--- src/rtl/mdclcg_pkg.sv ---
// Shared types and helpers for the MDCLCG datapath: shift-op encoding,
// default datapath width and a bit-reversal helper.
package mdclcg_pkg;

  typedef enum logic [1:0] {
    SLL = 2'b00,
    SRL = 2'b01,
    SRA = 2'b10,
    ROL = 2'b11
  } shift_op_e;

  localparam int DEFAULT_WIDTH = 64;
  localparam int BITREV_MAX    = 256;

  // Reverses the low w bits of d into the low w bits of the result; callers
  // size-cast the return value down to their own width.
  function automatic logic [BITREV_MAX-1:0] bitrev(input logic [BITREV_MAX-1:0] d,
                                                   input int w);
    logic [BITREV_MAX-1:0] r;
    r = '0;
    for (int i = 0; i < BITREV_MAX; i++) begin
      r[i] = d[BITREV_MAX-1-i];
    end
    return r >> (BITREV_MAX - w);
  endfunction

endpackage

--- src/rtl/pipelined_shifter_level.sv ---
// One log-shifter mux level: optionally shifts left by AMT, filling the
// vacated low bits with either the fill bit or the wrapped-around high bits.
module shift_level #(
  parameter int WIDTH = 64,
  parameter int AMT   = 1
) (
  input  logic [WIDTH-1:0] data_i,
  input  logic             fill_i,
  input  logic             rot_i,
  input  logic             sel_i,
  output logic [WIDTH-1:0] data_o
);

  logic [AMT-1:0] low_bits;

  assign low_bits = rot_i ? data_i[WIDTH-1 -: AMT] : {AMT{fill_i}};
  assign data_o   = sel_i ? {data_i[WIDTH-AMT-1:0], low_bits} : data_i;

endmodule

--- src/rtl/pipelined_shifter.sv ---
// Pipelined variable shifter (SLL/SRL/SRA/ROL) built on a single left-shift
// core with a register every LVL_PER_REG levels and valid/ready back-pressure.
module pipelined_shifter
  import mdclcg_pkg::*;
#(
  parameter int WIDTH       = DEFAULT_WIDTH,
  parameter int SHW         = $clog2(WIDTH),
  parameter int LVL_PER_REG = 2
) (
  input  logic             clk,
  input  logic             rst_n,
  input  logic             in_valid,
  output logic             in_ready,
  input  logic [WIDTH-1:0] in_data,
  input  logic [SHW-1:0]   in_shift,
  input  logic [1:0]       in_op,
  output logic             out_valid,
  input  logic             out_ready,
  output logic [WIDTH-1:0] out_data
);

  localparam int NSTG = (SHW + LVL_PER_REG - 1) / LVL_PER_REG;

  typedef struct packed {
    logic [WIDTH-1:0] data;
    logic             fill;
    shift_op_e        op;
    logic [SHW-1:0]   shift;
  } stage_t;

  stage_t           stage_in [NSTG];
  stage_t           stage_q  [NSTG];
  logic [NSTG-1:0]  valid_q;
  logic [NSTG:0]    load;
  logic [WIDTH-1:0] lvl_out  [SHW];

  shift_op_e        op_in;
  logic             rev_in;
  logic [WIDTH-1:0] data_pre;

  // Right shifts reuse the left-shift core by reversing the word on both ends.
  assign op_in    = shift_op_e'(in_op);
  assign rev_in   = (op_in == SRL) || (op_in == SRA);
  assign data_pre = rev_in ? WIDTH'(bitrev(BITREV_MAX'(in_data), WIDTH)) : in_data;

  assign load[NSTG] = out_ready;
  assign in_ready   = load[0];
  assign out_valid  = valid_q[NSTG-1];
  assign out_data   = stage_q[NSTG-1].data;

  genvar gi;
  genvar gk;

  generate
    for (gk = 0; gk < SHW; gk++) begin : g_lvl
      localparam int STG = gk / LVL_PER_REG;
      logic [WIDTH-1:0] lvl_in;

      if (gk % LVL_PER_REG == 0) begin : g_head
        assign lvl_in = stage_in[STG].data;
      end else begin : g_chain
        assign lvl_in = lvl_out[gk-1];
      end

      shift_level #(
        .WIDTH (WIDTH),
        .AMT   (1 << gk)
      ) u_level (
        .data_i (lvl_in),
        .fill_i (stage_in[STG].fill),
        .rot_i  (stage_in[STG].op == ROL),
        .sel_i  (stage_in[STG].shift[gk]),
        .data_o (lvl_out[gk])
      );
    end

    for (gi = 0; gi < NSTG; gi++) begin : g_stg
      localparam int LAST = (((gi + 1) * LVL_PER_REG < SHW) ? (gi + 1) * LVL_PER_REG : SHW) - 1;

      stage_t           stage_d;
      stage_t           stg_q;
      logic             valid_d;
      logic             vld_q;
      logic             up_valid;
      logic [WIDTH-1:0] res;

      if (gi == 0) begin : g_src_in
        assign up_valid    = in_valid;
        assign stage_in[0] = '{data: data_pre,
                               fill: (op_in == SRA) & in_data[WIDTH-1],
                               op: op_in,
                               shift: in_shift};
      end else begin : g_src_stg
        assign up_valid     = valid_q[gi-1];
        assign stage_in[gi] = stage_q[gi-1];
      end

      if (gi == NSTG - 1) begin : g_unrev
        assign res = ((stage_in[gi].op == SRL) || (stage_in[gi].op == SRA))
                   ? WIDTH'(bitrev(BITREV_MAX'(lvl_out[LAST]), WIDTH))
                   : lvl_out[LAST];
      end else begin : g_pass
        assign res = lvl_out[LAST];
      end

      // An empty stage always loads, so bubbles collapse under a stall.
      assign load[gi] = !vld_q || load[gi+1];

      always_comb begin
        stage_d      = stage_in[gi];
        stage_d.data = res;
        valid_d      = load[gi] ? up_valid : vld_q;
      end

      always_ff @(posedge clk or negedge rst_n) begin
        if (!rst_n) begin
          stg_q <= '0;
          vld_q <= 1'b0;
        end else begin
          vld_q <= valid_d;
          if (load[gi] && up_valid) begin
            stg_q <= stage_d;
          end
        end
      end

      assign stage_q[gi] = stg_q;
      assign valid_q[gi] = vld_q;
    end
  endgenerate

endmodule

--- config.mk ---
export PLATFORM = sky130hd
export DESIGN_NAME = pipelined_shifter
export DESIGN_NICKNAME = d
export VERILOG_FILES = /design/src/rtl/mdclcg_pkg.sv /design/src/rtl/pipelined_shifter_level.sv /design/src/rtl/pipelined_shifter.sv
export SDC_FILE = /design/constraint.sdc
export NUM_CORES = 1
export LEC_CHECK = 0
export ABC_AREA = 1
export CAP_MARGIN = 20
export CORE_ASPECT_RATIO = 1.4
export CORE_MARGIN = 3
export CORE_UTILIZATION = 60
export CTS_CLUSTER_DIAMETER = 120
export DETAILED_ROUTE_END_ITERATION = 6
export HOLD_SLACK_MARGIN = 0.08
export PLACE_DENSITY = 0.87
export SLEW_MARGIN = 10
export SYNTH_ARGS = -nofsm -noshare
export SYNTH_HDL_FRONTEND = slang
export SYNTH_SLANG_ARGS = --single-unit
--- constraint.sdc ---
create_clock -name clk -period 3.81 [get_ports clk]
set_input_delay 0.762 -clock clk [delete_from_list [all_inputs] [get_ports clk]]
set_output_delay 0.762 -clock clk [all_outputs]
set_load 0.1 [all_outputs]
==> run metrics, run 1 <==
R2R cell count 5; fin crit period ~2.8 ns; largest net degree at the start of global routing between 100 and 150; drt drc 0; I/O Buffers 141; Worst setup SP type flop; Crit path largest cell delay about 1.2 ns; CP max FO 2; Avg Cell Area, Syn between 6 and 7 um^2; status finished, final reports clean; clk slew on worst S/H paths around 0.06 ns; number of core rows 64; CP Capture Type output port; grt ovf 0; cts bufs inserted 22; multi-input logic area roughly 7400 um^2; FMAX around 350 MHz; CTS sink cnt roughly 210; critical path type flop to output port; post-synthesis sequential area ratio a little under two fifths; P per Cell Area about 920 nW/um^2; crit-path leading delay family buffers and inverters; CP max-delay cell clkdlybuf4s50_1; Synth cell types 24; RSZ-0062 raised after global routing false; Storage cell area roughly 5200 um^2; Max VDD drop between 0.0006 and 0.0007 V; Routability Congestion 0.954; first-pass GRT wire length about 70000 um; initial antenna violation count 0; vias in the first global route 13.4k; Final HPWL DP roughly 31000 um; Die ar. between 20000 and 25000 um^2; Yosys reg bits just over 200; Placeable Area roughly 22000 um^2; Tot Pwr 14.4 mW; Ys Warns 0; Final WS setup approximately 1 ns; drt first-iter violations 1272; Root Driver clkbuf_16; DIE HEIGHT 185 um; postcts setup bufs 0; post-route clock skew 0.0104 ns; Layout Utilization a little over two thirds; Fin Setup TNS 0 ns; aggregate routed wire length ~44000 um; commonest non-fill, non-tap cell in the layout nand2_1; gr usage total roughly a third; CTS tree built; CP arrival roughly 2.1 ns; Pre-Repair DR Iteration Count 6; cell depth of the worst setup path 1; Antenna diodes 0; starting density of the core slightly above 60%; Antenna Nets Post-Route 0; share of cells above drive strength 1 roughly 4.3%; Slew Limit Fails 0; Hold WC Path Type input port to async pin; DR WL/cell 18.3 um; Worst Path Buf+Inv 1; via/cell ratio 6.06; crit-path cells clkdlybuf4s50_1; Layout Cells excl Fill 2416; routed vias roughly 15k; Final Hold Fails 0; area delta synth->final 14.5%; worst-margin pin slew ~1.1 ns; Post-CTS Hold Fix Bufs 0; Mapped Nets roughly 2.1k; most frequent cells in the layout 750 x nand2_1, 510 x nand3_1, 204 x dfrtp_1; dpl cells 2376; leakage around 7.6 nW; Place WS between 0.7 and 0.8 ns; clk_lat worst skew 0.52 ns; Tcrit/Tclk final approximately 74%; cts repair resizes 0; Worst EP required between 3 and 4 ns; Max Cap Violations 0; Rel. slew slack between 20% and 30%; Fill cells approximately 1.9k; Die W roughly 130 um; NumNets Final between 2k and 2.5k; Syn Std Cell Area roughly 14000 um^2; final setup violation count 0; Gate Count Post-Synth 2069; H-tree Lvls 1; Ports approximately 140; CTS Buffer Depth 3
-- where the power goes --
| part | total [mW] | internal, mW | switching [mW] | leakage (nW) |
|---|---|---|---|---|
| logic | 8.57 | 2.16 | 6.41 | 4.76 |
| clock network | 2.23 | 1.31 | 0.914 | 0.351 |
| registers | 3.57 | 3.04 | 0.525 | 2.45 |
| total | 14.4 | 6.51 | 7.85 | 7.56 |
-- metrics by stage --
stage	cell area, um^2	hold WS (ns)
final	15700	0.249
after global routing	15700	0.291
after CTS	15700	0.269
after detailed placement	14900	0.466
after global placement	14900	0.462
after floorplan	13700	0.449
-- Yosys cell counts, drive strengths merged --
cell type,n,share of area (%)
a21oi,56,2.2
a31oi,57,2.6
buf,96,4.0
clkbuf,58,1.6
dfrtp,207,38
ha,3,0.27
inv,91,2.5
mux2i,37,2.7
nand2,752,21
nand3,510,19
nand4,1,0.091
nor2,76,2.1
o211ai,11,0.60
o21ai,102,3.7
or2,12,0.55
-- area by class of cell --
class                      instances  share of cell area (%)
multi-input combinational       1617                    47.3
sequential                       207                    33.0
timing repair buffer             164                    10.4
clock buffer                      27                    3.76
tap                              297                    2.37
inverter                          91                    2.19
clock inverter                    13                   0.997
-- kinds of logic after synthesis --
family          Yosys count  share of synthesized area, %
fa+ha+maj                 3                         0.274
buf+inv                 245                          8.09
flops                   207                          37.8
compound gates          226                          9.09
mux                      37                          2.70
simple gates           1351                          42.0
-- sequential cells by signal, summed over array words and instances, names as in the netlist --
signal and cells:
g_lvl.lvl_in 128, out_data 64, g_stg.stg_q 12, g_stg.vld_q 2, out_valid 1
-- final timing paths --
path                              startpoint                  end  slack (ns)
max in group asynchronous              rst_n   g_lvl[2].lvl_in[7]        2.75
min in group clk                out_data[36]         out_data[36]        0.48
max reg2reg                g_stg[0].stg_q[2]  g_lvl[4].lvl_in[36]        1.53
max                             out_data[52]         out_data[52]        0.98
min reg2reg                     out_data[36]         out_data[36]        0.48
min                                    rst_n         out_data[15]        0.25
-- metal layers --
metal	GRT usage, %	routed length, um
met5	0	0
met1	43.3	16900
met4	19.2	2660
met2	61.2	22000
met3	2.96	2630
Power figures use the tool's default switching activity.
==> run 2: changes to the inputs <==
- CORE_UTILIZATION: 60 -> 58
- PLACE_DENSITY: 0.87 -> 0.84
- clock period: 3.81 -> 2.85 ns (I/O delays scaled with it)
==> run 2 against run 1 <==
Total power grew 33%; sequential power grew 35%; clock-buffer cell count shrank 1; first-iteration DRC count grew 4.7%; combinational power grew 32%; global-route usage shrank 1.5 points; die area grew 3.3%; via count grew 0.34%; non-clock buffer count grew 18; hold slack gained 0.23 ns; utilization shrank 1.8 points; register-to-register slack lost 0.61 ns; critical path type is now input port to flop; largest cell class unchanged; largest power group unchanged; highest routed layer unchanged.
==> run metrics, run 2 (synthesized netlist as in run 1, its figures left out) <==
Die ar. 25500 um^2 (+3.3%); flip-flop count of the largest register after layout 128 (unchanged); Max VDD drop 0.000956 V (+53%); Antenna diodes 0 (unchanged); Fill cells 2029 (+5.9%); CP max FO 30 (+28); clk_lat worst skew 0.50 ns (-0.02 ns); starting density of the core 59.9% (-1.8 points); I/O Buffers 141 (unchanged); via/cell ratio 6.03 (-0.44%); NetSw 10.5 mW (+33%); CTS tree built; share of cells above drive strength 1 8.06% (+3.7 points); FMAX about 470 MHz; Ports 142 (unchanged); number of core rows 65 (+1.6%); gr usage total 33.6% (-1.5 points); crit-path cells clkdlybuf4s50_1, inv_1, ha_2, inv_2, buf_12, nand2_1, nand3_1, nand3_1, a31oi_1; postcts setup bufs 0 (unchanged); Final HPWL DP 31700 um (+0.84%); Rel. slew slack 55.9% (+29 points); RSZ-0062 raised after global routing false; cts repair resizes 0 (unchanged); grt ovf 0 (unchanged); area delta synth->final 14.9%; DR WL/cell 17.8 um (-2.8%); Routability Congestion 0.975 (+2.2%); P_int 8.60 mW (+32%); sw frac 54.9% (+0.20 points); commonest non-fill, non-tap cell in the layout nand2_1; Max Cap Violations 0 (unchanged); fin crit period between 2 and 2.5 ns; clk slew on worst S/H paths 0.07 ns (about the same); Root Driver clkbuf_16; R2R cell count 9 (+4); Die W 136 um (+1.6%); Post-CTS Hold Fix Bufs 1 (+1); P per Cell Area 1210 nW/um^2 (+32%); Worst path most repeated cell nand3_1; worst-margin pin slew 0.662 ns (-0.436 ns); Pre-Repair DR Iteration Count 6 (unchanged); Placeable Area 22900 um^2 (+3.0%); drt drc 0 (unchanged); vias in the first global route 13.8k (+2.3%); DIE HEIGHT 188 um (+1.7%); Layout Cells excl Fill 2435 (+0.79%); hold-critical path depth 2; dpl cells 2397 (+0.88%); Comb power frac 59.6% (about the same); CP Capture Type flop; Worst EP required 3.26 ns (+0.21 ns); CP arrival 2.55 ns (+0.48 ns); drt first-iter violations 1332 (+4.7%); post-route clock skew 0.0123 ns (+0.00197 ns); routed vias 14.7k (+0.34%); Tcrit/Tclk final between 70% and 80%; Antenna Nets Post-Route 0 (unchanged); hold_ws 0.483 ns (+0.234 ns); CTS sink cnt 207 (unchanged); aggregate routed wire length 43300 um (-2.1%); Crit path largest cell delay 0.48 ns (-0.70 ns); Slew Limit Fails 0 (unchanged); Hold WC Path Type flop to flop; H-tree Lvls 1 (unchanged); CP max-delay cell clkdlybuf4s50_1; Worst setup SP type input port; status finished, final reports clean; Final Hold Fails 0 (unchanged); NumNets Final 2199 (+0.78%); first-pass GRT wire length 69800 um (about the same); cts bufs inserted 21 (-4.5%); initial antenna violation count 0 (unchanged); critical path type input port to flop; final setup violation count 0 (unchanged); Clk network pwr share 15.2% (-0.3 points); Tot Pwr 19.1 mW (+33%); CTS Buffer Depth 3 (unchanged); most frequent cells in the layout 750 x nand2_1, 510 x nand3_1, 204 x dfrtp_1; part of the power in registers 25.3% (+0.5 points); leakage 7.75 nW (+2.5%); Fin Setup TNS 0 ns (unchanged); largest net degree at the start of global routing 107 (-7.8%)
==> run 2: power groups by stage <==
stage	Sequential (mW)	Clock, mW	Combinational (mW)
floorplan	7.89	0	5.24
global placement	4.79	0	11.0
detailed placement	4.85	0	11.2
CTS	4.79	2.91	11.2
global route	4.91	3.05	12.3
finish	4.82	2.89	11.3
==> run 2: critical path: cells and delay by family <==
family          cells  cell delay (ns)
fa+ha+maj           1             0.31
simple gates        3             0.27
compound gates      1             0.21
buf+inv             4             1.17
==> run 2: through the flow <==
| stage | instance area [um^2] | setup slack, ns | util [%] |
|---|---|---|---|
| 2_1_floorplan | 13700 | 0.140 | - |
| 3_3_place_gp | 15000 | 0.320 | 65.7 |
| 3_5_place_dp | 15000 | 0.235 | 65.7 |
| 4_1_cts | 15700 | 0.746 | 68.9 |
| 5_1_grt | 15700 | 0.599 | 68.9 |
| 6_report | 15700 | 0.716 | 68.9 |
==> run 2: per-layer routing <==
layer	GRT usage [%]	routed length [um]	vias up	part of all wire, %
met1	42.3	16500	6790	38
met3	3.41	3040	151	7.0
met5	0	0	-	0
li1	-	-	6998	-
met2	55.7	20700	756	48
met4	19.7	3080	0	7.1
==> run 2: final timing paths <==
path	start	end	slack, ns
min	out_data[30]	out_data[30]	0.48
max in group asynchronous	rst_n	out_data[38]	1.42
max	in_op[0]	g_lvl[2].lvl_in[50]	0.72
min reg2reg	out_data[30]	out_data[30]	0.48
min in group asynchronous	rst_n	g_lvl[4].lvl_in[27]	0.62
max reg2reg	g_stg[1].stg_q[4]	out_data[47]	0.92
==> run 2: area by class of cell <==
cell class / instances / area (um^2) / area share, %
timing repair buffer: 182 / 1710 / 10.9
sequential: 207 / 5180 / 32.9
inverter: 91 / 343 / 2.18
clock inverter: 11 / 144 / 0.914
multi-input combinational: 1617 / 7420 / 47.1
tap: 301 / 377 / 2.39
clock buffer: 26 / 564 / 3.59
